==> src/rtl/rx_sync_pkg.sv <==
// rx_sync_pkg: shared state encoding and K28.5 comma patterns for the word-sync controller
package rx_sync_pkg;
  typedef enum logic [2:0] {
    HUNT = 3'd0,
    SLIP = 3'd1,
    ACQ  = 3'd2,
    SYNC = 3'd3
  } sync_state_t;
  localparam logic [9:0] K28_5_RDN = 10'b0011111010;
  localparam logic [9:0] K28_5_RDP = 10'b1100000101;
endpackage

==> src/rtl/rx_comma_detect.sv <==
// rx_comma_detect: registered K28.5 (either disparity) match on a raw 10-bit word
// Ports: i_clk word clock, i_rst_n async active-low reset,
//        i_word raw SIPO word, o_comma high one cycle after a comma word.
module rx_comma_detect
  import rx_sync_pkg::*;
(
  input  logic       i_clk,
  input  logic       i_rst_n,
  input  logic [9:0] i_word,
  output logic       o_comma
);
  logic r_comma;
  always_ff @(posedge i_clk or negedge i_rst_n)
    if (!i_rst_n) r_comma <= 1'b0;
    else          r_comma <= (i_word == K28_5_RDN) || (i_word == K28_5_RDP);
  assign o_comma = r_comma;
endmodule

==> src/rtl/rx_word_sync_ctrl.sv <==
// rx_word_sync_ctrl: 8b/10b receive word alignment (bit slip) and hysteretic link-sync FSM
// Ports: BitCLK_10 word clock, Reset async active-low, RxParallel_10 raw word (bit 9 first),
//        Decode_Error/Disparity_Error decoder flags lagging the word by one clock,
//        Bit_Slip one-cycle slip request, Link_Up high in SYNC, Sync_State FSM code,
//        Err_Count saturating error count (only when RX_SYNC_ERR_COUNT_EN is defined, else 0).
module rx_word_sync_ctrl
  import rx_sync_pkg::*;
#(
  parameter int HUNT_WINDOW  = 16,
  parameter int SLIP_WAIT    = 4,
  parameter int COMMA_COUNT  = 3,
  parameter int ERR_THRESH   = 4,
  parameter int GOOD_RECOVER = 8
) (
  input  logic        BitCLK_10,
  input  logic        Reset,
  input  logic [9:0]  RxParallel_10,
  input  logic        Decode_Error,
  input  logic        Disparity_Error,
  output logic        Bit_Slip,
  output logic        Link_Up,
  output logic [2:0]  Sync_State,
  output logic [15:0] Err_Count
);
  localparam int HW_W = $clog2(HUNT_WINDOW);
  localparam int SW_W = $clog2(SLIP_WAIT + 1);
  localparam int GC_W = $clog2(COMMA_COUNT + 1);
  localparam int EC_W = $clog2(ERR_THRESH + 1);
  localparam int GR_W = $clog2(GOOD_RECOVER + 1);
  logic            w_comma;
  logic            w_err;
  sync_state_t     r_state;
  logic [HW_W-1:0] r_hunt_cnt;
  logic [SW_W-1:0] r_wait_cnt;
  logic [GC_W-1:0] r_good_cnt;
  logic [EC_W-1:0] r_err_cnt;
  logic [GR_W-1:0] r_good_run;
  logic            r_bit_slip;
  logic            r_link_up;
  // comma_q is registered, so it lines up with the decoder flags for the same word
  rx_comma_detect u_comma (
    .i_clk   (BitCLK_10),
    .i_rst_n (Reset),
    .i_word  (RxParallel_10),
    .o_comma (w_comma)
  );
  assign w_err = Decode_Error | Disparity_Error;
  always_ff @(posedge BitCLK_10 or negedge Reset)
    if (!Reset) begin
      r_state    <= HUNT;
      r_hunt_cnt <= '0;
      r_wait_cnt <= '0;
      r_good_cnt <= '0;
      r_err_cnt  <= '0;
      r_good_run <= '0;
      r_bit_slip <= 1'b0;
      r_link_up  <= 1'b0;
    end else begin
      r_bit_slip <= 1'b0;
      r_link_up  <= 1'b0;
      case (r_state)
        HUNT:
          if (w_comma && !w_err) begin
            r_state    <= ACQ;
            r_good_cnt <= GC_W'(1);
            r_hunt_cnt <= '0;
          end else if (r_hunt_cnt == HW_W'(HUNT_WINDOW - 1)) begin
            r_state    <= SLIP;
            r_hunt_cnt <= '0;
            r_wait_cnt <= '0;
            r_bit_slip <= 1'b1;
          end else r_hunt_cnt <= r_hunt_cnt + HW_W'(1);
        SLIP:
          if (r_wait_cnt == SW_W'(SLIP_WAIT - 1)) begin
            r_state    <= HUNT;
            r_wait_cnt <= '0;
          end else r_wait_cnt <= r_wait_cnt + SW_W'(1);
        ACQ:
          if (w_err) begin
            r_state    <= HUNT;
            r_good_cnt <= '0;
            r_hunt_cnt <= '0;
          end else if (w_comma) begin
            // the HUNT comma already counted as one, so compare against COMMA_COUNT-1
            if (r_good_cnt >= GC_W'(COMMA_COUNT - 1)) begin
              r_state    <= SYNC;
              r_good_cnt <= '0;
              r_err_cnt  <= '0;
              r_good_run <= '0;
            end else r_good_cnt <= r_good_cnt + GC_W'(1);
          end
        SYNC:
          if (w_err) begin
            r_good_run <= '0;
            if (r_err_cnt == EC_W'(ERR_THRESH - 1)) begin
              r_state    <= HUNT;
              r_err_cnt  <= '0;
              r_hunt_cnt <= '0;
            end else begin
              r_err_cnt <= r_err_cnt + EC_W'(1);
              r_link_up <= 1'b1;
            end
          end else begin
            r_link_up  <= 1'b1;
            r_good_run <= (r_good_run == GR_W'(GOOD_RECOVER - 1)) ? '0 : r_good_run + GR_W'(1);
            if (r_good_run == GR_W'(GOOD_RECOVER - 1))
              r_err_cnt <= (r_err_cnt == '0) ? '0 : r_err_cnt - EC_W'(1);
          end
        default: begin
          r_state    <= HUNT;
          r_hunt_cnt <= '0;
          r_wait_cnt <= '0;
          r_good_cnt <= '0;
          r_err_cnt  <= '0;
          r_good_run <= '0;
        end
      endcase
    end
  assign Bit_Slip   = r_bit_slip;
  assign Link_Up    = r_link_up;
  assign Sync_State = r_state;
`ifdef RX_SYNC_ERR_COUNT_EN
  logic [15:0] r_err_total;
  always_ff @(posedge BitCLK_10 or negedge Reset)
    if (!Reset) r_err_total <= '0;
    else if (w_err && (r_state == ACQ || r_state == SYNC) && r_err_total != 16'hFFFF)
      r_err_total <= r_err_total + 16'd1;
  assign Err_Count = r_err_total;
`else
  assign Err_Count = 16'h0000;
`endif
endmodule

==> config.mk <==
export PLATFORM = sky130hd
export DESIGN_NAME = rx_word_sync_ctrl
export DESIGN_NICKNAME = d
export VERILOG_FILES = /design/src/rtl/rx_sync_pkg.sv /design/src/rtl/rx_comma_detect.sv /design/src/rtl/rx_word_sync_ctrl.sv
export SDC_FILE = /design/constraint.sdc
export NUM_CORES = 1
export LEC_CHECK = 0
export CAP_MARGIN = 20
export CELL_PAD_IN_SITES_DETAIL_PLACEMENT = 1
export CELL_PAD_IN_SITES_GLOBAL_PLACEMENT = 2
export CORE_MARGIN = 3
export CORE_UTILIZATION = 30
export CTS_BUF_LIST = sky130_fd_sc_hd__clkbuf_8
export DETAILED_ROUTE_END_ITERATION = 6
export DONT_BUFFER_PORTS = 1
export PLACE_DENSITY = 0.64
export SLEW_MARGIN = 30
export SYNTH_ARGS = -nofsm -noshare
export SYNTH_HDL_FRONTEND = slang
export SYNTH_HIERARCHICAL = 1
export SYNTH_SLANG_ARGS = --single-unit
==> constraint.sdc <==
create_clock -name BitCLK_10 -period 1.9 [get_ports BitCLK_10]
set_clock_uncertainty 0.2 [all_clocks]
set_input_delay 0.57 -clock BitCLK_10 [delete_from_list [all_inputs] [get_ports BitCLK_10]]
set_output_delay 0.57 -clock BitCLK_10 [all_outputs]
set_load 0.03 [all_outputs]
==> flow_summary.toml <==
[yosys]
yosysWarnings = 6
yosys-top-cells-area = "dfrtp_1 (38%), buf_4 (9.1%), ha_1 (6.3%), o21ai_0 (4.6%), nand2_1 (2.7%)"
synthTopCellsByCount = "dfrtp_1 (21), buf_4 (17), o21ai_0 (13)"
synth.distinct_cells = 46
yosys.area.top_type = "dfrtp_1"
postSynth.asyncResetShare_pct = 100
synth_edf_count = 0
synthCells = 151
synth-main-ff-cell = "dfrtp_1"
synth-seq-cells = 21
yosys.cell_count.top_type = "dfrtp_1"
avgSynthCellArea_um2 = 9.27
synth_top_area_share_pct = 37.5
yosysSeqAreaShare_pct = 37.5
synth_area_mm2 = 0.00140

[place]
pre_cts_ws_ns = -0.0415
postPlaceCellArea_mm2 = 0.00145
place.gp.congestion = 0.770
dp_hpwl_mm = 2.56
io_buffers = 0

[finish]
fin_area_mm2 = 0.00155
layout-drive-gt1-share_pct = 17.6
nFillCells = 530
syn_to_final_growth_pct = 10.8
nNetsFinal = 187
n_antenna_cell = 0

[setup_path]
timing.rr.start = "r_err_cnt[1]$_DFFE_PN0P_"
r2r_cells = 8
cp.required_ns = 1.84
r2r_end = "r_err_cnt[2]$_DFFE_PN0P_"
r2r_setup_slack_ns = 0.09
cp-end-kind = "flop"
cp_data_arrival_time_ns = 1.75
timing.critical_path.fanout_max = 3
crit_type = "flop to flop"
start_kind = "flop"

[power_and_ir_drop]
p_clk_share_pct = 24.4
swShare_pct = 34.8
p_leak_nw = 0.715
p_per_area_mw_per_mm2 = 802
p_comb_share_pct = 26.7
peakVddDrop_mv = 0.439
internal_power_w = 0.000811
p_sw_w = 0.000433
power_frac_seq_pct = 48.9

[grt]
grt-ovfl-total = 0
grt_first_pass_wirelength_mm = 5.69
grt_antenna_before_repair = 0
grt_pass1_vias = 1179
gr-usage-all-layers_pct = 13.3
grt_max_degree = 22

[status]
outcome = "complete, no violations"

[drt]
firstDrtPassIters = 3
ant_nets = 0
drt-vias-per-instance = 5.08
vias = 1103
wl_per_cell_um = 15.6
drt-met1-wl_mm = 1.48
drt_wl_total_mm = 3.39
drt_iter0_drc = 30
topRoutingLayerUsed = "met4"
drc = 0
wl_met2_mm = 1.75
met3_length_um = 132

[sta]
fin_ws_ns = 0.0850
setup_viol = 0
rsz0062_at_grt = "no"
max_freq_mhz = 551
fin_crit_ns = 1.81
hold_viol = 0
finalCritPeriodShare_pct = 95.5
slew_viol_final = 0
fin_hold_ws_ns = 0.0574

[clock_network]
clockBufferDepth = 2
htreeDepth = 1
cts_buffers = 3
cts.sinks = 21
cts_tree = "done"
cts_root_buffer = "clkbuf_8"
path_clk_slew_ns = 0.08
clock_latency_ns = 0.26

[floorplanning]
die_y_um = 74.3
die_area_mm2 = 0.00552
pin_count = 35
row_count = 24
design.core.area_mm2 = 0.00444
start_util_pct = 31.5
die_w_um = 74.3

[run]
drv_cap = 0

[hold_path]
hp-class = "input pin to async pin"
[power groups by stage]
stage / registers [W] / logic (W) / clock network, W
after floorplan: 0.000590 / 0.000287 / 0
after global placement: 0.000612 / 0.000304 / 0
after detailed placement: 0.000616 / 0.000325 / 0
after CTS: 0.000608 / 0.000339 / 0.000314
after global routing: 0.000622 / 0.000380 / 0.000331
final: 0.000608 / 0.000333 / 0.000303
[metal layers]
metal	vias up	global-route usage, %
li1	532	-
met1	546	16.5
met2	21	23.2
met3	4	3.38
met4	0	3.16
met5	-	0
[cell families after synthesis]
| group | Yosys count | synth area share, % |
|---|---|---|
| compound gates | 45 | 22.2 |
| fa+ha+maj | 7 | 6.26 |
| buf+inv | 30 | 13.4 |
| flops | 21 | 37.5 |
| mux | 3 | 2.23 |
| other cells | 1 | 0.268 |
| simple gates | 44 | 18.1 |
[through the flow]
step	total power (W)	util [%]	instances	setup TNS, ns
6_report	0.00124	34.9	217	0
5_1_grt	0.00133	34.9	217	0
4_1_cts	0.00126	34.4	215	0
3_5_place_dp	0.000940	32.6	208	-0.0426
3_3_place_gp	0.000916	32.6	208	-0.0137
2_1_floorplan	0.000877	-	167	0
[final cells by class]
cell class	instances	area, µm²	share of cell area (%)
timing repair buffer	16	118	7.58
sequential	21	528	34.0
inverter	8	30.0	1.94
clock buffer	3	41.3	2.66
multi-input combinational	116	766	49.4
tap	52	65.1	4.19
clock inverter	1	3.75	0.242
[worst max path at each step]
stage	from	endpoint	slack [ns]	cells past startpoint
5_1_grt	r_err_cnt[1]$_DFFE_PN0P_	r_err_cnt[2]$_DFFE_PN0P_	0.02	8
3_3_place_gp	Disparity_Error	Sync_State[0]$_DFFE_PN0P_	-0.01	4
6_report	r_err_cnt[1]$_DFFE_PN0P_	r_err_cnt[2]$_DFFE_PN0P_	0.09	8
4_1_cts	Reset	Sync_State[0]$_DFFE_PN0P_	0.01	1
3_5_place_dp	r_err_cnt[0]$_DFFE_PN0P_	r_err_cnt[2]$_DFFE_PN0P_	-0.04	8
2_1_floorplan	Disparity_Error	Sync_State[0]$_DFFE_PN0P_	0.006	5
[state kept, by name, indices dropped and copies added, names as in the netlist]
register	flops
r_good_cnt	2
u_comma/o_comma	1
r_err_cnt	3
r_hunt_cnt	4
Link_Up	1
Sync_State	2
r_good_run	4
r_wait_cnt	3
Bit_Slip	1
[timing repair]
action | CTS | global route
hold endpoints to repair | 21 | 0
hold buffers | 1 | 0
endpoints found under the setup margin | 3 | 1
buffers inserted | 2 | 2
resized for setup | 3 | 2
pin swaps | 1 | 3
[critical path, cell delays in order, from the launching register on]
cell	delay, ns
dfrtp_1	0.39
inv_1	0.06
ha_1	0.16
inv_1	0.05
ha_1	0.19
nor3_2	0.13
a21oi_2	0.06
a311oi_2	0.32
o32ai_2	0.12
[cells in the final DEF, fill, tap and decap left out, drive strengths merged, types with 2 or more instances in the layout]
cell type	count
a21o	3
a21oi	5
a22o	3
a31oi	3
buf	16
clkbuf	3
conb	17
dfrtp	21
ha	7
inv	9
mux2i	2
nand2	10
nand2b	3
nand3	2
nand3b	4
nand4	4
nor2	8
nor2b	3
nor3	3
o21ai	18
o21bai	2
No activity file was read; power rests on OpenSTA's default activity.
